`config.mk`:
```
export PLATFORM = sky130hd
export DESIGN_NAME = mc_ctrl
export DESIGN_NICKNAME = d
export VERILOG_FILES = /design/src/rtl/mc_pkg.sv /design/src/rtl/mc_wait_cnt.sv /design/src/rtl/mc_ctrl.sv
export SDC_FILE = /design/constraint.sdc
export NUM_CORES = 1
export LEC_CHECK = 0
export CORE_ASPECT_RATIO = 1.4
export CORE_UTILIZATION = 43
export DETAILED_ROUTE_END_ITERATION = 8
export PLACE_DENSITY_LB_ADDON = 0.08
export SLEW_MARGIN = 20
export SYNTH_ARGS = -nofsm -noshare
export SYNTH_HDL_FRONTEND = slang
export SYNTH_SLANG_ARGS = --single-unit
```
`constraint.sdc`:
```
create_clock -name clk -period 2 [get_ports clk]
set_input_delay 0.4 -clock clk [delete_from_list [all_inputs] [get_ports clk]]
set_output_delay 0.4 -clock clk [all_outputs]
set_load 0.05 [all_outputs]
```
`src/rtl/mc_pkg.sv`:
```
// Shared types and encodings for the multicycle controller (mc_ctrl and mc_wait_cnt).
package mc_pkg;

  typedef enum logic [3:0] {
    ST_FETCH  = 4'd0,
    ST_DECODE = 4'd1,
    ST_MEMADR = 4'd2,
    ST_MEMRD  = 4'd3,
    ST_MEMWB  = 4'd4,
    ST_MEMWR  = 4'd5,
    ST_RTEX   = 4'd6,
    ST_RTWB   = 4'd7,
    ST_BEQEX  = 4'd8,
    ST_JEX    = 4'd9,
    ST_ADDIEX = 4'd10,
    ST_ADDIWB = 4'd11,
    ST_TRAP   = 4'd12
  } state_e;

  localparam logic [5:0] OP_RTYPE = 6'h00;
  localparam logic [5:0] OP_J     = 6'h02;
  localparam logic [5:0] OP_BEQ   = 6'h04;
  localparam logic [5:0] OP_ADDI  = 6'h08;
  localparam logic [5:0] OP_LW    = 6'h23;
  localparam logic [5:0] OP_SW    = 6'h2B;

  localparam logic [1:0] PCSRC_ALU    = 2'd0;
  localparam logic [1:0] PCSRC_ALUOUT = 2'd1;
  localparam logic [1:0] PCSRC_JUMP   = 2'd2;
  localparam logic [1:0] PCSRC_EXC    = 2'd3;

  localparam logic [1:0] ALUOP_ADD   = 2'd0;
  localparam logic [1:0] ALUOP_SUB   = 2'd1;
  localparam logic [1:0] ALUOP_FUNCT = 2'd2;

  localparam logic [1:0] ALUB_REG    = 2'd0;
  localparam logic [1:0] ALUB_FOUR   = 2'd1;
  localparam logic [1:0] ALUB_IMM    = 2'd2;
  localparam logic [1:0] ALUB_IMM_SH = 2'd3;

  typedef struct packed {
    logic       pcwrite;
    logic [1:0] pcsrc;
    logic       iord;
    logic       memread;
    logic       memwrite;
    logic       irwrite;
    logic       regdst;
    logic       memtoreg;
    logic       regwrite;
    logic       alusrca;
    logic [1:0] alusrcb;
    logic [1:0] aluop;
    logic       timeout;
    logic       illegal;
  } ctrl_t;

  function automatic logic is_mem_wait(input state_e s);
    return (s == ST_FETCH) || (s == ST_MEMRD) || (s == ST_MEMWR);
  endfunction

endpackage

```
`src/rtl/mc_wait_cnt.sv`:
```
// Saturating memory-wait counter; expired flags the abort point (MEM_TIMEOUT=0 disables it).
module mc_wait_cnt #(
  parameter int unsigned MEM_TIMEOUT = 255
) (
  input  logic clk,
  input  logic reset_n,
  input  logic clr,
  input  logic inc,
  output logic expired
);

  localparam int unsigned W = (MEM_TIMEOUT < 2) ? 1 : $clog2(MEM_TIMEOUT + 1);
  localparam logic [W-1:0] LIMIT = W'(MEM_TIMEOUT);

  logic [W-1:0] cnt_q, cnt_d;

  always_comb begin
    cnt_d = cnt_q;
    if (clr) begin
      cnt_d = '0;
    end else if (inc && (cnt_q != LIMIT)) begin
      cnt_d = cnt_q + 1'b1;
    end
  end

  always_ff @(posedge clk or negedge reset_n) begin
    if (!reset_n) begin
      cnt_q <= '0;
    end else begin
      cnt_q <= cnt_d;
    end
  end

  assign expired = (MEM_TIMEOUT != 0) && (cnt_q == LIMIT);

endmodule

```
`src/rtl/mc_ctrl.sv`:
```
// Multicycle MIPS-style control FSM with memory-wait timeout.
// Define MC_CTRL_ILLEGAL_TRAP_EN to route unknown opcodes through the TRAP state.
module mc_ctrl
  import mc_pkg::*;
#(
  parameter int unsigned MEM_TIMEOUT = 255
) (
  input  logic       clk,
  input  logic       reset_n,
  input  logic [5:0] opcode,
  input  logic [5:0] funct,
  input  logic       zero,
  input  logic       mem_ready,
  output logic       pcwrite,
  output logic [1:0] pcsrc,
  output logic       iord,
  output logic       memread,
  output logic       memwrite,
  output logic       irwrite,
  output logic       regdst,
  output logic       memtoreg,
  output logic       regwrite,
  output logic       alusrca,
  output logic [1:0] alusrcb,
  output logic [1:0] aluop,
  output logic [3:0] state,
  output logic       timeout,
  output logic       illegal
);

  state_e state_q, state_d;
  logic   run_q, run_d;
  logic   waiting, expired, tmo;
  ctrl_t  ctrl;

  // funct is consumed by the ALU control, not by this FSM.
  logic unused_funct;
  assign unused_funct = ^funct;

  // run_q keeps outputs at zero until the first clock after reset release.
  assign waiting = run_q && is_mem_wait(state_q) && !mem_ready;
  assign tmo     = waiting && expired;

  mc_wait_cnt #(
    .MEM_TIMEOUT(MEM_TIMEOUT)
  ) u_wait_cnt (
    .clk    (clk),
    .reset_n(reset_n),
    .clr    (!waiting || tmo),
    .inc    (waiting),
    .expired(expired)
  );

  always_comb begin
    state_d = state_q;
    run_d   = 1'b1;
    if (!run_q) begin
      state_d = ST_FETCH;
    end else begin
      case (state_q)
        ST_FETCH: begin
          if (mem_ready)  state_d = ST_DECODE;
          else if (tmo)   state_d = ST_FETCH;
        end
        ST_DECODE: begin
          case (opcode)
            OP_RTYPE:     state_d = ST_RTEX;
            OP_LW, OP_SW: state_d = ST_MEMADR;
            OP_BEQ:       state_d = ST_BEQEX;
            OP_J:         state_d = ST_JEX;
            OP_ADDI:      state_d = ST_ADDIEX;
`ifdef MC_CTRL_ILLEGAL_TRAP_EN
            default:      state_d = ST_TRAP;
`else
            default:      state_d = ST_FETCH;
`endif
          endcase
        end
        ST_MEMADR: state_d = (opcode == OP_LW) ? ST_MEMRD : ST_MEMWR;
        ST_MEMRD: begin
          if (mem_ready)  state_d = ST_MEMWB;
          else if (tmo)   state_d = ST_FETCH;
        end
        ST_MEMWR: begin
          if (mem_ready || tmo) state_d = ST_FETCH;
        end
        ST_RTEX:   state_d = ST_RTWB;
        ST_ADDIEX: state_d = ST_ADDIWB;
        default:   state_d = ST_FETCH;
      endcase
    end
  end

  always_ff @(posedge clk or negedge reset_n) begin
    if (!reset_n) begin
      state_q <= ST_FETCH;
      run_q   <= 1'b0;
    end else begin
      state_q <= state_d;
      run_q   <= run_d;
    end
  end

  always_comb begin
    ctrl = '0;
    if (run_q) begin
      case (state_q)
        ST_FETCH: begin
          ctrl.memread = 1'b1;
          ctrl.alusrcb = ALUB_FOUR;
          ctrl.aluop   = ALUOP_ADD;
          ctrl.pcsrc   = PCSRC_ALU;
          ctrl.irwrite = mem_ready;
          ctrl.pcwrite = mem_ready;
        end
        ST_DECODE: begin
          ctrl.alusrcb = ALUB_IMM_SH;
          ctrl.aluop   = ALUOP_ADD;
        end
        ST_MEMADR, ST_ADDIEX: begin
          ctrl.alusrca = 1'b1;
          ctrl.alusrcb = ALUB_IMM;
          ctrl.aluop   = ALUOP_ADD;
        end
        ST_MEMRD: begin
          ctrl.iord    = 1'b1;
          ctrl.memread = 1'b1;
        end
        ST_MEMWB: begin
          ctrl.memtoreg = 1'b1;
          ctrl.regwrite = 1'b1;
        end
        ST_MEMWR: begin
          ctrl.iord     = 1'b1;
          ctrl.memwrite = 1'b1;
        end
        ST_RTEX: begin
          ctrl.alusrca = 1'b1;
          ctrl.alusrcb = ALUB_REG;
          ctrl.aluop   = ALUOP_FUNCT;
        end
        ST_RTWB: begin
          ctrl.regdst   = 1'b1;
          ctrl.regwrite = 1'b1;
        end
        ST_BEQEX: begin
          ctrl.alusrca = 1'b1;
          ctrl.alusrcb = ALUB_REG;
          ctrl.aluop   = ALUOP_SUB;
          ctrl.pcsrc   = PCSRC_ALUOUT;
          ctrl.pcwrite = zero;
        end
        ST_JEX: begin
          ctrl.pcsrc   = PCSRC_JUMP;
          ctrl.pcwrite = 1'b1;
        end
        ST_ADDIWB: begin
          ctrl.regwrite = 1'b1;
        end
`ifdef MC_CTRL_ILLEGAL_TRAP_EN
        ST_TRAP: begin
          ctrl.illegal = 1'b1;
          ctrl.pcsrc   = PCSRC_EXC;
          ctrl.pcwrite = 1'b1;
        end
`endif
        default: ;
      endcase
    end
    ctrl.timeout = tmo;
  end

  assign pcwrite  = ctrl.pcwrite;
  assign pcsrc    = ctrl.pcsrc;
  assign iord     = ctrl.iord;
  assign memread  = ctrl.memread;
  assign memwrite = ctrl.memwrite;
  assign irwrite  = ctrl.irwrite;
  assign regdst   = ctrl.regdst;
  assign memtoreg = ctrl.memtoreg;
  assign regwrite = ctrl.regwrite;
  assign alusrca  = ctrl.alusrca;
  assign alusrcb  = ctrl.alusrcb;
  assign aluop    = ctrl.aluop;
  assign timeout  = ctrl.timeout;
  assign illegal  = ctrl.illegal;
  assign state    = state_q;

endmodule

```
==> out/qor.txt <==
largest net degree at the start of global routing: 14
Hold Path Class: in -> async
violated checks: setup timing
Critical-path top delay cell: dfrtp_2
Post-Syn Nets: 138
synthesized area per cell: 7.93 um^2
peak fanout along the critical path: 5
Yosys cell types: 38
Top delay family on crit path: flip-flops
post-synthesis mux area share: 0%
unrepaired setup endpoints after global routing: yes
Final Cycle Share: 104%
Worst-path clk slew: 0.08 ns
DR WL/cell: 20.9 um
endpoints failing setup: 5
startpoint types: flop
vias per cell: 6.57
max frequency: 0.483 GHz
first-pass GRT wire length: 4930 um
layout cells sized above 1: 48.4%
Slew @ Worst Pin: 0.589 ns
Initial DRC Count: 119
Inserted Diodes: 0
status: finished with violations
CORE AREA: 2020 um^2
First-pass DRT Iterations: 4
drt drc: 0
worst skew pair latency: 0.29 ns
nets@finish: 200
FFs w/ async S/R, synth: 100%
Crit path required time: 1.60 ns
Fillers: 57
Syn. warnings: 0
Post-synth EDFFs: 0
ys flop type: dfrtp_1
Horiz. Die Dim: 41.9 um
most common cell in the netlist: nor2_1
Area growth, synth to finish: 99.0%
max-slew violation count: 0
CTS buffer count: 3
Tmin final: 2.07 ns
sequential share of the synthesized area: 33.9%
Final GP Congestion: 0.890
crit-path most repeated cell: buf_12
# H-tree levels: 1
adder-cell area share of the yosys netlist: 1.30%
PortBufs: 29
site row count: 19
initial core utilization: 47.5%
vias post-DR: 1333
Power Density: 352 nW/um^2
combinational family with the most area after synthesis: simple AND/OR/NAND/NOR gates
worst path cell trace: buf_8 -> buf_12 -> o21ai_1 -> a211oi_4 -> buf_12
Post-CTS Hold Buffers: 0
Hold Fails Final Rpt: 0
Compound-Gate Fraction of Synth Area: 16.0%
Simple-Gate Fraction of Synth Area: 36.5%
Antenna Nets Post-Route: 0
Mapped Cells: 121
dpl hpwl: 2170 um
total power: 0.673 mW
Buf/Inv on CP: 3
final setup margin: -0.0706 ns
Slew headroom: 60.2%
GR Util All Layers: 26.4%
commonest cells in the netlist: nor2_1, dfrtp_1, nor3_1, nand2_1, xor2_1
Root Buffer: clkbuf_4
Critical Path AT: 1.67 ns
Setup CP Type: reg -> out
CTS max path bufs: 2
CTS tree: built
LEAKAGE: 0.783 nW
I/O pin count: 37
slowest stage delay, CP: 0.49 ns
Fin Setup TNS: -0.150 ns
worst reg2reg path startpoint: state[2]$_DFFE_PN0P_
die area: 2430 um^2
vias in the first global route: 1135
ranking of synthesized cells by area: dfrtp_1, nor2_1, xor2_1, nor3_1, nand2b_1
drt total wl: 4240 um
Overflow after GRT: 0
area of the multi-input gates: 790 um^2
Cell Area, Synth: 960 um^2
Max Cap Viol: 0
initial antenna violation count: 0
Crit. Startpoint: state[0]$_DFFE_PN0P_
#FFs+latches synth: 13
Reg area: 332 um^2
die height: 57.9 um
XOR/XNOR share of the synthesized area: 7.30%
clk sink count: 13
area leader, netlist: dfrtp_1
Setup Skew: 0.00617 ns
critical path endpoint category: output pin
post-synth top area share: 33.9%
Max IR drop VDD: 412 uV
through the flow:
stage / setup WS (ns) / hold WS [ns] / cells / utilization (%) / cell area, um^2
2_1_floorplan: 0.0100 / 0.104 / 121 / - / 1140
3_3_place_gp: -0.0305 / 0.509 / 174 / 80.5 / 1630
3_5_place_dp: -0.0468 / 0.516 / 174 / 80.5 / 1630
4_1_cts: 0.00416 / 0.489 / 190 / 86.3 / 1740
5_1_grt: -0.0770 / 0.522 / 203 / 94.5 / 1910
6_report: -0.0706 / 0.474 / 203 / 94.5 / 1910
power by group:
group	internal [mW]	switching (mW)	total, mW
sequential	0.268	0.00963	0.277
combinational	0.104	0.126	0.230
clock	0.0776	0.0879	0.165
cells by family after synthesis:
logic type      after synthesis
other cells                   2
fa+ha+maj                     1
simple gates                 67
buf+inv                       8
compound gates               22
flops                        13
xor+xnor                      8
path summary, 6_finish.rpt:
kind / end / slack, ns / cells past startpoint
setup / recovery: pcwrite / -0.07 / 5
hold / removal: u_wait_cnt.cnt_q[6]$_DFFE_PN0P_ / 0.47 / 1
setup reg to reg: state[1]$_DFFE_PN0P_ / 0.08 / 5
hold reg to reg: u_wait_cnt.cnt_q[0]$_DFFE_PN0P_ / 0.55 / 1
max in group asynchronous: state[1]$_DFFE_PN0P_ / 1.11 / 1
min in group clk: u_wait_cnt.cnt_q[0]$_DFFE_PN0P_ / 0.55 / 1
layer usage:
layer  global-route usage [%]  wire length (um)  share of wire (%)  up-vias
met3                     2.80               332                7.8       34
met5                        0                 0                  0        -
met4                     15.2               295                7.0        0
li1                         -                 -                  -      561
met1                     28.1              1430                 34      628
met2                     49.3              2180                 52      110
flip-flops by register name, indices dropped and copies added, names as in the netlist:
| signal | count |
|---|---|
| run_q | 1 |
| state | 4 |
| u_wait_cnt.cnt_q | 8 |
repair_timing:
item	in CTS	in global routing
pin swaps	2	6
endpoints found under the hold margin	0	0
setup endpoints to repair	8	8
setup buffers	12	14
resized for setup	2	14
cells in the final DEF, fill, tap and decap left out, types with 5 or more instances in the layout:
| master | netlist | routed |
|---|---|---|
| buf_12 | 0 | 18 |
| buf_4 | 2 | 33 |
| clkdlybuf4s50_1 | 0 | 8 |
| dfrtp_1 | 13 | 8 |
| dfrtp_2 | 0 | 5 |
| nand2_1 | 8 | 6 |
| nand3_1 | 5 | 5 |
| nor2_1 | 19 | 15 |
| nor3_4 | 0 | 6 |
| xor2_1 | 7 | 7 |
cell type report:
cell class | count | share of cell area (%)
sequential | 13 | 17.4
tap | 21 | 1.38
clock buffer | 4 | 1.38
multi-input combinational | 100 | 41.3
timing repair buffer | 62 | 37.5
inverter | 3 | 0.983
Note: power is estimated with default switching activity, not from simulation.
